## src/rtl/alarm_pkg.sv

```systemverilog
// Shared types and BCD limits for the alarm initiator.
package alarm_pkg;
  typedef enum logic [1:0] {IDLE, ARMED, RINGING, SNOOZE} alarm_state_e;

  localparam logic [7:0] HOUR_MAX = 8'h23;
  localparam logic [7:0] MIN_MAX  = 8'h59;
  localparam logic [7:0] SEC_ZERO = 8'h00;
endpackage

```

## src/rtl/alarm_trigger_bcd_inc.sv

```systemverilog
// Combinational 2-digit BCD increment that wraps to 00 after the given limit.
module bcd_inc (
  input  logic [7:0] val,
  input  logic [7:0] lim,
  output logic [7:0] nxt
);
  always_comb begin
    nxt = 8'h00;
    if (val == lim)
      nxt = 8'h00;
    else if (val[3:0] >= 4'h9)
      nxt = {val[7:4] + 4'h1, 4'h0};
    else
      nxt = {val[7:4], val[3:0] + 4'h1};
  end
endmodule

```

## src/rtl/alarm_trigger.sv

```systemverilog
// Alarm initiator: BCD alarm time, match edge detect, ring/snooze/ack sequencing.
// Build option HOURLY_CHIME_EN adds chime_en and a top-of-hour bing.
module alarm_trigger
  import alarm_pkg::*;
#(
  parameter int SNOOZE_MIN     = 5,
  parameter int RING_TIMEOUT_S = 60,
  parameter int CNT_W          = 10
) (
  input  logic       clk,
  input  logic       CLR_n,
  input  logic [7:0] cur_hour,
  input  logic [7:0] cur_min,
  input  logic [7:0] cur_sec,
  input  logic       sec_tick,
  input  logic       set_mode,
  input  logic       inc_hour,
  input  logic       inc_min,
  input  logic       alarm_en,
  input  logic       ack_btn,
  input  logic       snooze_btn,
`ifdef HOURLY_CHIME_EN
  input  logic       chime_en,
`endif
  output logic       bing,
  output logic [7:0] alarm_hour,
  output logic [7:0] alarm_min,
  output logic       alarm_active
);
  localparam logic [CNT_W-1:0] RING_LD = CNT_W'(RING_TIMEOUT_S);
  localparam logic [CNT_W-1:0] SNZ_LD  = CNT_W'(SNOOZE_MIN * 60);

  alarm_state_e     state_q, state_d;
  logic [CNT_W-1:0] cnt_q, cnt_d;
  logic             match_now, match_q, match_rise;
  logic             fire, chime_fire, bing_d;
  logic [7:0]       hour_nxt, min_nxt;

  bcd_inc u_hour_inc (.val(alarm_hour), .lim(HOUR_MAX), .nxt(hour_nxt));
  bcd_inc u_min_inc  (.val(alarm_min),  .lim(MIN_MAX),  .nxt(min_nxt));

  always_ff @(posedge clk or posedge CLR_n) begin
    if (CLR_n) begin
      alarm_hour <= 8'h00;
      alarm_min  <= 8'h00;
    end else if (set_mode) begin
      if (inc_hour) alarm_hour <= hour_nxt;
      if (inc_min)  alarm_min  <= min_nxt;
    end
  end

  assign match_now  = (cur_hour == alarm_hour) && (cur_min == alarm_min) && (cur_sec == SEC_ZERO);
  assign match_rise = match_now & ~match_q;

`ifdef HOURLY_CHIME_EN
  logic chime_now, chime_q;
  assign chime_now  = (cur_min == 8'h00) && (cur_sec == SEC_ZERO);
  assign chime_fire = chime_en & ~set_mode & chime_now & ~chime_q;

  always_ff @(posedge clk or posedge CLR_n) begin
    if (CLR_n) chime_q <= 1'b0;
    else       chime_q <= chime_now;
  end
`else
  assign chime_fire = 1'b0;
`endif

  always_comb begin
    state_d = state_q;
    cnt_d   = cnt_q;
    fire    = 1'b0;
    if (!alarm_en || set_mode) begin
      state_d = IDLE;
      cnt_d   = '0;
    end else begin
      case (state_q)
        IDLE: begin
          state_d = ARMED;
          cnt_d   = '0;
        end
        ARMED: begin
          cnt_d = '0;
          if (match_rise) begin
            state_d = RINGING;
            cnt_d   = RING_LD;
            fire    = 1'b1;
          end
        end
        RINGING: begin
          if (ack_btn) begin
            state_d = ARMED;
            cnt_d   = '0;
          end else if (snooze_btn) begin
            state_d = SNOOZE;
            cnt_d   = SNZ_LD;
          end else if (cnt_q == '0) begin
            state_d = ARMED;
          end else if (sec_tick) begin
            cnt_d = cnt_q - CNT_W'(1);
          end
        end
        SNOOZE: begin
          if (ack_btn) begin
            state_d = ARMED;
            cnt_d   = '0;
          end else if (cnt_q == '0) begin
            state_d = RINGING;
            cnt_d   = RING_LD;
            fire    = 1'b1;
          end else if (sec_tick) begin
            cnt_d = cnt_q - CNT_W'(1);
          end
        end
        default: begin
          state_d = IDLE;
          cnt_d   = '0;
        end
      endcase
    end
  end

  // Coincident chime and alarm merge into one pulse; never back-to-back.
  assign bing_d = (fire | chime_fire) & ~bing;

  always_ff @(posedge clk or posedge CLR_n) begin
    if (CLR_n) begin
      state_q <= IDLE;
      cnt_q   <= '0;
      match_q <= 1'b0;
      bing    <= 1'b0;
    end else begin
      state_q <= state_d;
      cnt_q   <= cnt_d;
      match_q <= match_now;
      bing    <= bing_d;
    end
  end

  assign alarm_active = (state_q == RINGING);
endmodule

```

## config.mk

```make
export PLATFORM = sky130hd
export DESIGN_NAME = alarm_trigger
export DESIGN_NICKNAME = d
export VERILOG_FILES = /design/src/rtl/alarm_pkg.sv /design/src/rtl/alarm_trigger_bcd_inc.sv /design/src/rtl/alarm_trigger.sv
export SDC_FILE = /design/constraint.sdc
export NUM_CORES = 1
export LEC_CHECK = 0
export CORE_UTILIZATION = 35
export CTS_BUF_LIST = sky130_fd_sc_hd__clkbuf_16
export DETAILED_ROUTE_END_ITERATION = 12
export HOLD_SLACK_MARGIN = 0.12
export PLACE_DENSITY_LB_ADDON = 0.25
export SYNTH_ARGS = -nofsm -noshare
export SYNTH_HDL_FRONTEND = slang
export SYNTH_SLANG_ARGS = --single-unit
```

## constraint.sdc

```tcl
create_clock -name clk -period 2 [get_ports clk]
set_input_delay 0.5 -clock clk [delete_from_list [all_inputs] [get_ports clk]]
set_output_delay 0.5 -clock clk [all_outputs]
set_load 0.05 [all_outputs]
```

==> key figures, run 1 <==
Final layout
  – Area grow syn2layout: 45.37%
  – Ant diodes: 0
  – Layout cells sized above 1: about a fifth
  – Most common cell after layout, fill and taps aside: buf_4
  – Final #Nets: 318
  – Final core utilization: 53.17%
  – Most frequent cells in the layout: buf_4 (34), dfrtp_1 (30), clkdlybuf4s50_1 (24), nand2_1 (20), nor2_1 (19)
  – Final cell count without fillers: 345
  – FILL cells: roughly 480

Timing
  – Slew Viols, Final: 0
  – Final TNS setup: 0 ns
  – Hold WS: 0.5242 ns
  – Tcrit/Tclk final: between 90% and 100%
  – Least-Margin Pin Slew: 0.4584 ns
  – Final Hold Fails: 0
  – Slew HR: a little over two thirds
  – Achievable Freq: between 500 and 600 MHz
  – Clk_skew: 0.003333 ns
  – Final setup viols: 0
  – Period minus WS final: roughly 1.9 ns
  – RSZ-0062 raised after global routing: no

Power
  – Gate power share: 42.5%
  – Cell internal pwr: 0.001659 W
  – Net Sw Power: around 0.0012 W
  – Sequential Power Share: around a third
  – VDD IR max: approximately 700 uV
  – Clk pwr share: 24.6%
  – Power Density: 1053 mW/mm2
  – Net switching fraction of the power: 42.72%
  – Design Power: ~0.0029 W
  – Pleak: 1.286 nW

Floorplanning
  – DIE AREA: 0.005703 mm2
  – Starting Density: between 30% and 40%
  – # rows: 26
  – Die height: ~76 um
  – Width of the chip: 75.52 um
  – Core ar.: 0.005172 mm2
  – # IOs: ~50

Clocking
  – Total CTS buffers: 5
  – CTS sink cnt: 30
  – Cts hold-fix bufs: 0
  – CTS H-tree depth: 2
  – Root Buffer: clkbuf_16
  – Clk slew on worst S/H paths: 0.05 ns
  – Worst-skew pair later-pin latency: 0.28 ns
  – Clock Tree Buf Depth: 2
  – CTS tree: built

Route
  – Top sig layer: met4
  – Routed wire length: 4.502 mm
  – WL/cell: 13.05 um
  – Vias per cell: 4.945
  – Met3 Routed Length: 227 um
  – Met1 wire length: 1.995 mm
  – Via count: between 1500 and 2000
  – Number of DRC markers in iteration 0: 54
  – Detail Route met2 WL: between 2 and 2.5 mm
  – DRT antenna net count: 0
  – DRT Pass-1 Iters: 4
  – DRC viols: 0

Yosys
  – Post-Syn Area: approximately 0.0019 mm2
  – Synth unique cells: 43
  – Synth Area per Inst: 9.459 um2
  – Main flop type after synthesis: dfrtp_1
  – EDFF count, synth: 0
  – Register area share after synthesis: 39.68%
  – FF+latch count, synth: 30
  – Ys Warns: 0
  – Cells after synthesis: 200
  – Post-Synthesis Net Count: 244
  – Asr flop ratio synth: 100.0%

GRT
  – Overflow after GRT: 0
  – GRT Util Overall: around 18%
  – Initial antenna violation count: 0
  – Vias in the first global route: ~1700
  – Pin count of the biggest net entering global routing: 31
  – First-pass GRT wire length: 7.465 mm

Critical path
  – CP max FO: 6
  – Worst Path Arrival: around 2.1 ns
  – Setup crit start kind: input pin
  – R2R depth: 8
  – RR Endpoint: cnt_q[1]$_DFFE_PP0P_
  – Reg-to-reg setup timing slack: 0.26 ns
  – R2R Path Start: cnt_q[0]$_DFFE_PP0P_
  – Crit path largest cell delay: 0.47 ns
  – Crit path required time: 2.21 ns
  – Critical path class: input pin to register
  – CP max-delay cell: clkdlybuf4s50_1
  – CP cell instances: clkdlybuf4s50_1, xnor2_1, nand4_1, nor4_4, a41oi_2, and4bb_1
  – CP delay by family, top: simple AND/OR/NAND/NOR gates
  – WP buf/inv: 1
  – Setup crit end kind: register

Placed design
  – Detailed placement HPWL: 3.418 mm
  – Buffers on Ports: 50
  – GP Congestion: 0.7845
  – Placed insts: between 300 and 400

Run
  – Total of max-cap violations: 0

Min path
  – Worst Hold Depth: 1
  – Min-Delay Path Class: register to register
  – Hold EP: cnt_q[0]$_DFFE_PP0P_
  – Min-delay src: cnt_q[0]$_DFFE_PP0P_

Run status
  – Status: completed
## worst reg2reg max path, cell delays in order, from the launching register on
cell       delay, ns
dfrtp_1         0.41
inv_1           0.07
ha_1            0.18
nor3b_2         0.23
nand3_1         0.18
buf_4           0.19
mux2i_1         0.13
a2bb2oi_1       0.18
nor2_1          0.06
## stage by stage
stage	setup WS [ns]	cell area, um2
after floorplan	0.04182	1892
after global routing	0.01526	2750
after CTS	0.01463	2704
after detailed placement	-0.2679	2567
after global placement	-0.2409	2567
final	0.1179	2750
## registers in the layout, indices dropped and copies added, names as in the netlist
register,count
state_q,2
bing,1
alarm_min,8
match_q,1
alarm_hour,8
cnt_q,10
## cells by family (layout without fill, tap and decap cells)
family | count (synthesis) | count (layout) | share of synthesized area (%)
and+or+nand+nor | 86 | 86 | 25.86
AOI/OAI and AO/OA | 38 | 38 | 12.90
DFF | 30 | 30 | 39.68
xor gates and xnor gates | 22 | 22 | 10.18
adders and majority gates | 11 | 11 | 7.275
buffers and inverters | 9 | 84 | 1.786
muxes | 4 | 4 | 2.315
## how the worst max path moves through the flow
stage	cells after the start	end	startpoint
3_5_place_dp	6	bing$_DFF_PP0_	cur_sec[1]
5_1_grt	6	bing$_DFF_PP0_	cur_hour[7]
6_report	6	bing$_DFF_PP0_	cur_hour[7]
3_3_place_gp	6	bing$_DFF_PP0_	cur_sec[1]
4_1_cts	6	bing$_DFF_PP0_	cur_sec[1]
2_1_floorplan	6	alarm_min[7]$_DFFE_PP0P_	alarm_min[0]$_DFFE_PP0P_
## power by group through the flow
stage               clock, W  sequential, W  combinational (W)
floorplan                  0        0.00132           0.000434
global placement           0       0.000965            0.00122
detailed placement         0       0.000965            0.00124
CTS                 0.000727       0.000956            0.00124
global route        0.000754       0.000988            0.00133
finish              0.000711       0.000954            0.00123
## layout make-up
class / count / area [um2] / share of cell area [%]
clock inverters: 3 / 11.26 / 0.4095
inverters: 9 / 33.78 / 1.228
repair buffers: 67 / 615.6 / 22.38
flip-flops and latches: 30 / 750.7 / 27.30
clock buffers: 5 / 125.1 / 4.550
well taps: 70 / 87.58 / 3.185
multi-input cells: 161 / 1126 / 40.95
## synthesized netlist by cell type, types with 3 or more instances
cell,n,share of area (%)
nand3_1,11,2.9
o21ai_0,15,4.0
nor2b_1,5,1.7
o31ai_1,3,1.2
inv_1,9,1.8
nand2_1,20,4.0
xnor2_1,16,7.4
dfrtp_1,30,40
nor3b_1,3,1.2
nor3_1,3,0.79
ha_1,11,7.3
a21oi_1,7,1.9
xor2_1,6,2.8
nor2_1,19,3.8
nand4_1,7,2.3
## repair_timing
action / 4_1_cts / 5_1_grt
endpoints found under the setup margin: 0 / 8
buffers inserted: 0 / 1
endpoints found under the hold margin: 0 / 0
resized for setup: 0 / 11
## layer usage
| metal | vias to the layer above | track usage [%] |
|---|---|---|
| li1 | 861 | - |
| met1 | 803 | 21.97 |
| met2 | 34 | 28.97 |
| met3 | 8 | 6.085 |
| met4 | 0 | 6.790 |
| met5 | - | 0 |
No activity file was read; power rests on OpenSTA's default activity.
==> inputs of run 2 (changes only) <==
--- a/config.mk
+++ b/config.mk
@@ -5,11 +5,12 @@
 export SDC_FILE = /design/constraint.sdc
 export NUM_CORES = 1
 export LEC_CHECK = 0
-export CORE_UTILIZATION = 35
+export CORE_UTILIZATION = 40
 export CTS_BUF_LIST = sky130_fd_sc_hd__clkbuf_16
 export DETAILED_ROUTE_END_ITERATION = 12
 export HOLD_SLACK_MARGIN = 0.12
 export PLACE_DENSITY_LB_ADDON = 0.25
+export REMOVE_ABC_BUFFERS = 1
 export SYNTH_ARGS = -nofsm -noshare
 export SYNTH_HDL_FRONTEND = slang
 export SYNTH_SLANG_ARGS = --single-unit
==> run 2 against run 1 <==
Global-route usage up 1.9 points. Final cell count down 5.8%. Combinational power about the same. Worst hold slack better by 0.0051 ns. Sequential share of layout area up 0.54 points. Critical path type unchanged. Largest cell class unchanged. Highest routed layer unchanged.
==> key figures, run 2 (synthesis results as in run 1) <==
Run status
  – Status: completed

Critical path
  – Critical path origin: cur_min[6]
  – Setup crit start kind: input pin
  – Setup crit end kind: register
  – Worst Path Arrival: 2.06 ns (-0.04 ns)
  – R2R Path Start: cnt_q[0]$_DFFE_PP0P_
  – CP max FO: 4 (-2)
  – Reg-to-reg setup timing slack: 0.30 ns (+0.04 ns)
  – RR Endpoint: cnt_q[2]$_DFFE_PP0P_
  – Crit path required time: 2.20 ns (about the same)
  – Critical path class: input pin to register
  – R2R depth: 8 (unchanged)

Placed design
  – GP Congestion: 0.8014 (+2.2%)
  – Setup Slack @ Placement: -0.2014 ns (+0.06657 ns)
  – Buffers on Ports: 50 (unchanged)
  – Detailed placement HPWL: 3.428 mm (+0.29%)

GRT
  – Initial antenna violation count: 0 (unchanged)
  – Vias in the first global route: 1742 (+4.8%)
  – Overflow after GRT: 0 (unchanged)
  – GRT met2 Usage: 33.44% (+4.5 points)
  – GR Util met1: 24.30% (+2.3 points)
  – Pin count of the biggest net entering global routing: 31 (unchanged)
  – Busiest grt layer: met2
  – Grt met3 use: 4.131% (-2.0 points)
  – GRT Util Overall: 19.76% (+1.9 points)
  – First-pass GRT wire length: 7.638 mm (+2.3%)

Final layout
  – Biggest register: cnt_q
  – FILL cells: 393 (-17%)
  – Max reg flops: 10 (unchanged)
  – Multi-input logic area: 0.001124 mm2 (-0.22%)
  – Sequential Area: 750.7 um2 (unchanged)
  – Most common cell after layout, fill and taps aside: buf_4
  – Ant diodes: 0 (unchanged)
  – Final #Nets: 317 (-0.31%)
  – Layout cells sized above 1: 19.41% (+0.50 points)
  – Area grow syn2layout: 42.53%
  – Top Registers: cnt_q: 10 flops, alarm_hour: 8 flops, alarm_min: 8 flops
  – Most frequent cells in the layout: buf_4 (33), clkdlybuf4s50_1 (32), dfrtp_1 (30), nand2_1 (20), nor2_1 (19)

Floorplanning
  – Starting Density: 42.57% (+6.0 points)
  – Core ar.: 0.004444 mm2 (-14%)
  – Width of the chip: 70.77 um (-6.3%)
  – DIE AREA: 0.005008 mm2 (-12%)
  – Die height: 70.77 um (-6.3%)
  – # rows: 24 (-7.7%)
  – # IOs: 51 (unchanged)

Clocking
  – CTS tree: built
  – Total CTS buffers: 5 (unchanged)
  – Clock Tree Buf Depth: 2 (unchanged)
  – Cts hold-fix bufs: 0 (unchanged)
  – Clk slew on worst S/H paths: 0.05 ns (about the same)
  – CTS H-tree depth: 2 (unchanged)
  – CTS sink cnt: 30 (unchanged)
  – Post-CTS resize count: 0 (unchanged)
  – Setup Fix Bufs, Post-CTS: 0 (unchanged)
  – Worst-skew pair later-pin latency: 0.28 ns (about the same)
  – Root Buffer: clkbuf_16

Power
  – Power Density: 1071 mW/mm2 (+1.7%)
  – Gate power share: 42.6% (about the same)
  – Pleak: 1.212 nW (-5.8%)
  – Sequential Power Share: 33.1% (+0.2 points)
  – Design Power: 0.002887 W (-0.33%)
  – VDD IR max: 739.0 uV (+7.2%)
  – Clk pwr share: 24.3% (-0.3 points)
  – Net switching fraction of the power: 42.73% (about the same)
  – Net Sw Power: 0.001233 W (-0.32%)
  – Cell internal pwr: 0.001653 W (-0.34%)

Timing
  – Clk_skew: 0.003877 ns (+0.0005438 ns)
  – Achievable Freq: 536.6 MHz (+1.0%)
  – Final Hold Fails: 0 (unchanged)
  – Slew HR: 70.71% (+1.3 points)
  – RSZ-0062 raised after global routing: no
  – Slew Viols, Final: 0 (unchanged)
  – Final setup viols: 0 (unchanged)
  – Least-Margin Pin Slew: 0.4385 ns (-0.01994 ns)
  – Tcrit/Tclk final: 93.17% (-0.93 points)
  – Setup ws final: 0.1365 ns (+0.01862 ns)
  – Period minus WS final: 1.863 ns (-0.01862 ns)

Route
  – Routed wire length: 4.370 mm (-2.9%)
  – Via count: 1724 (+1.1%)
  – Vias per cell: 5.305 (+7.3%)
  – DRT antenna net count: 0 (unchanged)
  – WL/cell: 13.45 um (+3.0%)
  – Number of DRC markers in iteration 0: 78 (+44%)
  – DRC viols: 0 (unchanged)
  – DRT Pass-1 Iters: 4 (unchanged)

Run
  – Total of max-cap violations: 0 (unchanged)

Min path
  – Worst Hold Depth: 1 (unchanged)
  – Min-delay src: cnt_q[0]$_DFFE_PP0P_
  – Min-Delay Path Class: register to register
  – Hold EP: cnt_q[0]$_DFFE_PP0P_
==> run 2: cell count changes in the layout (fill, tap and decap cells not counted), moves of 2 or more <==
cell and change:
clkdlybuf4s50_1 +8, clkinv_1 -3, clkinv_2 +2, dlymetal6s2s_1 -8
==> run 2: power groups by stage <==
stage | registers (W) | logic [W] | clock network [W]
floorplan | 0.00132 | 0.000434 | 0
global placement | 0.000961 | 0.00121 | 0
detailed placement | 0.000961 | 0.00123 | 0
CTS | 0.000954 | 0.00124 | 0.000713
global route | 0.000989 | 0.00134 | 0.000743
finish | 0.000956 | 0.00123 | 0.000702
==> run 2: worst max path at each step <==
stage	end	cells past startpoint	slack, ns
6_report	cnt_q[2]$_DFFE_PP0P_	7	0.14
5_1_grt	cnt_q[3]$_DFFE_PP0P_	7	0.02
4_1_cts	cnt_q[2]$_DFFE_PP0P_	7	0.07
3_5_place_dp	cnt_q[2]$_DFFE_PP0P_	7	-0.20
3_3_place_gp	cnt_q[2]$_DFFE_PP0P_	7	-0.16
2_1_floorplan	alarm_min[7]$_DFFE_PP0P_	6	0.04
==> run 2: per-layer routing <==
layer	wire, um	up-vias
met5	0	-
met4	97	0
met3	215	10
met2	2090	53
met1	1966	805
li1	-	856
==> run 2: final cells by class <==
class                      instances  area share, %
clock buffer                       5          4.640
inverter                           9          1.253
clock inverter                     2         0.3712
sequential                        30          27.84
multi-input combinational        161          41.67
timing repair buffer              66          21.81
tap                               52          2.413
==> run 2: stage by stage <==
| stage | cell area [um2] | hold slack [ns] | util, % | setup TNS (ns) | cells |
|---|---|---|---|---|---|
| after global placement | 2545 | 0.5197 | 57.26 | -1.000 | 318 |
| after global routing | 2696 | 0.5757 | 60.67 | 0 | 325 |
| after detailed placement | 2545 | 0.5219 | 57.26 | -1.180 | 318 |
| final | 2696 | 0.5292 | 60.67 | 0 | 325 |
| after floorplan | 1892 | 0.4922 | - | 0 | 200 |
| after CTS | 2680 | 0.5287 | 60.30 | 0 | 325 |
==> run 2: worst max-delay path: stages <==
cell             delay, ns
clkdlybuf4s50_1       0.42
xnor2_1               0.21
nand4_1               0.18
nor4_4                0.27
a41oi_2               0.17
buf_4                 0.18
a21oi_1               0.12
==> inputs of run 3 (changes only) <==
--- a/config.mk
+++ b/config.mk
@@ -5,12 +5,14 @@
 export SDC_FILE = /design/constraint.sdc
 export NUM_CORES = 1
 export LEC_CHECK = 0
+export CORE_MARGIN = 5
 export CORE_UTILIZATION = 40
 export CTS_BUF_LIST = sky130_fd_sc_hd__clkbuf_16
 export DETAILED_ROUTE_END_ITERATION = 12
 export HOLD_SLACK_MARGIN = 0.12
 export PLACE_DENSITY_LB_ADDON = 0.25
 export REMOVE_ABC_BUFFERS = 1
+export SLEW_MARGIN = 30
 export SYNTH_ARGS = -nofsm -noshare
 export SYNTH_HDL_FRONTEND = slang
 export SYNTH_SLANG_ARGS = --single-unit
==> run 3 against run 2 <==
Clock skew about the same. Sequential cell count unchanged. First-iteration DRC count increased by 1.3%. Global-route usage decreased by 3.4 points. Non-clock buffer count decreased by 1. Die area increased by 24%. Combinational power about the same. Worst hold slack improved by 0.029 ns. Via count decreased by 2.1%. Final cell count increased by 0.62%. Highest routed layer unchanged.
==> key figures, run 3 (synthesis results as in run 1) <==
Run status
  – Status: completed

Final layout
  – Top Registers: cnt_q: 10 flops, alarm_hour: 8 flops, alarm_min: 8 flops
  – Layout cells sized above 1: 18.32% (-1.1 points)
  – Most frequent cells in the layout: buf_4 (32), dfrtp_1 (30), clkdlybuf4s50_1 (23), nand2_1 (20), nor2_1 (19)
  – Final #Nets: 316 (-0.32%)
  – Final cell count without fillers: 327 (+0.62%)
  – Biggest register: cnt_q
  – Multi-input logic area: 0.001119 mm2 (-0.45%)
  – Ant diodes: 0 (unchanged)
  – FILL cells: 420 (+6.9%)
  – Sequential Area: 750.7 um2 (unchanged)
  – Final instance area: 0.002711 mm2 (+0.56%)
  – Max reg flops: 10 (unchanged)
  – Most common cell after layout, fill and taps aside: buf_4
  – Area grow syn2layout: 43.32%

Route
  – DRT antenna net count: 0 (unchanged)
  – Routed wire length: 4.588 mm (+5.0%)
  – DRC viols: 0 (unchanged)
  – Via count: 1687 (-2.1%)
  – Number of DRC markers in iteration 0: 79 (+1.3%)
  – DRT Pass-1 Iters: 4 (unchanged)
  – Vias per cell: 5.159 (-2.7%)
  – WL/cell: 14.03 um (+4.3%)

Floorplanning
  – Core ar.: 0.004661 mm2 (+4.9%)
  – Width of the chip: 78.77 um (+11%)
  – DIE AREA: 0.006205 mm2 (+24%)
  – Starting Density: 40.59% (-2.0 points)
  – Die height: 78.77 um (+11%)
  – # IOs: 51 (unchanged)
  – # rows: 25 (+4.2%)

Clocking
  – Cts hold-fix bufs: 0 (unchanged)
  – CTS H-tree depth: 2 (unchanged)
  – Clk slew on worst S/H paths: 0.05 ns (about the same)
  – CTS sink cnt: 30 (unchanged)
  – Root Buffer: clkbuf_16
  – Clock Tree Buf Depth: 2 (unchanged)
  – CTS tree: built
  – Total CTS buffers: 5 (unchanged)
  – Worst-skew pair later-pin latency: 0.27 ns (about the same)

Timing
  – Tcrit/Tclk final: 93.55% (+0.38 points)
  – Period minus WS final: 1.871 ns (+0.007596 ns)
  – Achievable Freq: 534.4 MHz (-0.41%)
  – Hold WS: 0.5580 ns (+0.02879 ns)
  – Setup ws final: 0.1289 ns (-0.007596 ns)
  – Slew HR: 68.27% (-2.4 points)
  – Final setup viols: 0 (unchanged)
  – RSZ-0062 raised after global routing: yes
  – Least-Margin Pin Slew: 0.4749 ns (+0.03644 ns)
  – Slew Viols, Final: 0 (unchanged)
  – Clk_skew: 0.003416 ns (-0.0004613 ns)
  – Final Hold Fails: 0 (unchanged)

Critical path
  – R2R depth: 8 (unchanged)
  – R2R Path Start: cnt_q[1]$_DFFE_PP0P_
  – Critical path class: input pin to register
  – Setup crit start kind: input pin
  – CP max-delay cell: clkdlybuf4s50_1
  – Crit path largest cell delay: 0.47 ns (+0.05 ns)
  – Critical path origin: cur_hour[0]
  – Reg-to-reg setup timing slack: 0.29 ns (about the same)
  – RR Endpoint: cnt_q[1]$_DFFE_PP0P_
  – WP buf/inv: 1 (-1)
  – CP max FO: 6 (+2)
  – Worst Path Arrival: 2.08 ns (+0.02 ns)
  – CP cell instances: clkdlybuf4s50_1, xnor2_1, nand4_1, nor4_4, a41oi_2, and4bb_1
  – CP delay by family, top: simple AND/OR/NAND/NOR gates
  – Crit path required time: 2.21 ns (about the same)
  – Setup crit end kind: register

Placed design
  – GP Congestion: 0.8028 (+0.17%)
  – Buffers on Ports: 50 (unchanged)
  – Setup Slack @ Placement: -0.3192 ns (-0.1179 ns)
  – Placed insts: 319 (+0.31%)
  – Detailed placement HPWL: 3.553 mm (+3.6%)
  – Dpl cell area: 0.002540 mm2 (-0.20%)

Min path
  – Min-delay src: cnt_q[9]$_DFFE_PP0P_
  – Hold EP: cnt_q[9]$_DFFE_PP0P_
  – Worst Hold Depth: 2 (+1)
  – Min-Delay Path Class: register to register

GRT
  – First-pass GRT wire length: 8.024 mm (+5.1%)
  – Vias in the first global route: 1754 (+0.69%)
  – Pin count of the biggest net entering global routing: 31 (unchanged)
  – Overflow after GRT: 0 (unchanged)
  – GRT Util Overall: 16.32% (-3.4 points)
  – Initial antenna violation count: 0 (unchanged)

Power
  – Pleak: 1.288 nW (+6.3%)
  – VDD IR max: 960.3 uV (+30%)
  – Power Density: 1060 mW/mm2 (-1.0%)

Run
  – Total of max-cap violations: 0 (unchanged)
run 3: cell types whose count changed in the layout (fill, tap and decap cells not counted):
cell,before,now
clkdlybuf4s50_1,32,23
dlymetal6s2s_1,0,9
a21oi_1,6,7
a21oi_2,1,0
buf_4,33,32
clkinv_1,0,1
clkinv_2,2,1
inv_1,9,10
nor4_1,2,1
nor4_2,1,2
xnor2_1,15,16
xnor2_2,1,0
run 3: how the worst max path moves through the flow:
stage	to	slack [ns]	cells past startpoint
detailed placement	bing$_DFF_PP0_	-0.32	6
global route	bing$_DFF_PP0_	-0.002	6
global placement	bing$_DFF_PP0_	-0.23	6
CTS	bing$_DFF_PP0_	0.007	6
floorplan	alarm_min[7]$_DFFE_PP0P_	0.04	6
finish	bing$_DFF_PP0_	0.13	6
run 3: worst register-to-register path, cell delays in order (launching register included):
cell,delay [ns]
dfrtp_1,0.40
inv_1,0.06
ha_1,0.17
nor3b_2,0.23
nand3_1,0.18
buf_4,0.19
mux2i_1,0.13
a2bb2oi_1,0.19
nor2_1,0.05
run 3: metal layers:
metal | GRT usage (%) | share of wire [%] | up-vias | wire length (um)
li1 | - | - | 852 | -
met1 | 20.52 | 44 | 783 | 2038
met2 | 26.74 | 47 | 46 | 2176
met3 | 5.329 | 6.8 | 6 | 311
met4 | 4.720 | 1.4 | 0 | 62
met5 | 0 | 0 | - | 0
run 3: metrics by stage:
step / total power, W / setup TNS, ns / utilization [%]
floorplan: 0.001757 / 0 / -
global placement: 0.002171 / -0.9502 / 54.50
detailed placement: 0.002190 / -1.433 / 54.50
CTS: 0.002907 / 0 / 57.58
global route: 0.003073 / -0.001756 / 58.17
finish: 0.002873 / 0 / 58.17
run 3: repair_timing:
| item | CTS | global route |
|---|---|---|
| pin swaps | 3 | 7 |
| setup endpoints to repair | 2 | 7 |
| buffers inserted | 0 | 0 |
| resized for setup | 1 | 10 |
run 3: layout make-up:
| type | instances | share of cell area [%] |
|---|---|---|
| clock buffers | 5 | 4.615 |
| clock inverters | 3 | 0.4615 |
| inverters | 9 | 1.246 |
| multi-input cells | 161 | 41.26 |
| flip-flops and latches | 30 | 27.69 |
| well taps | 54 | 2.492 |
| repair buffers | 65 | 22.24 |
run 3: power breakdown:
| part | internal (W) | switching, W |
|---|---|---|
| logic | 0.000474 | 0.000739 |
| registers | 0.000727 | 0.000226 |
| clock network | 0.000449 | 0.000259 |
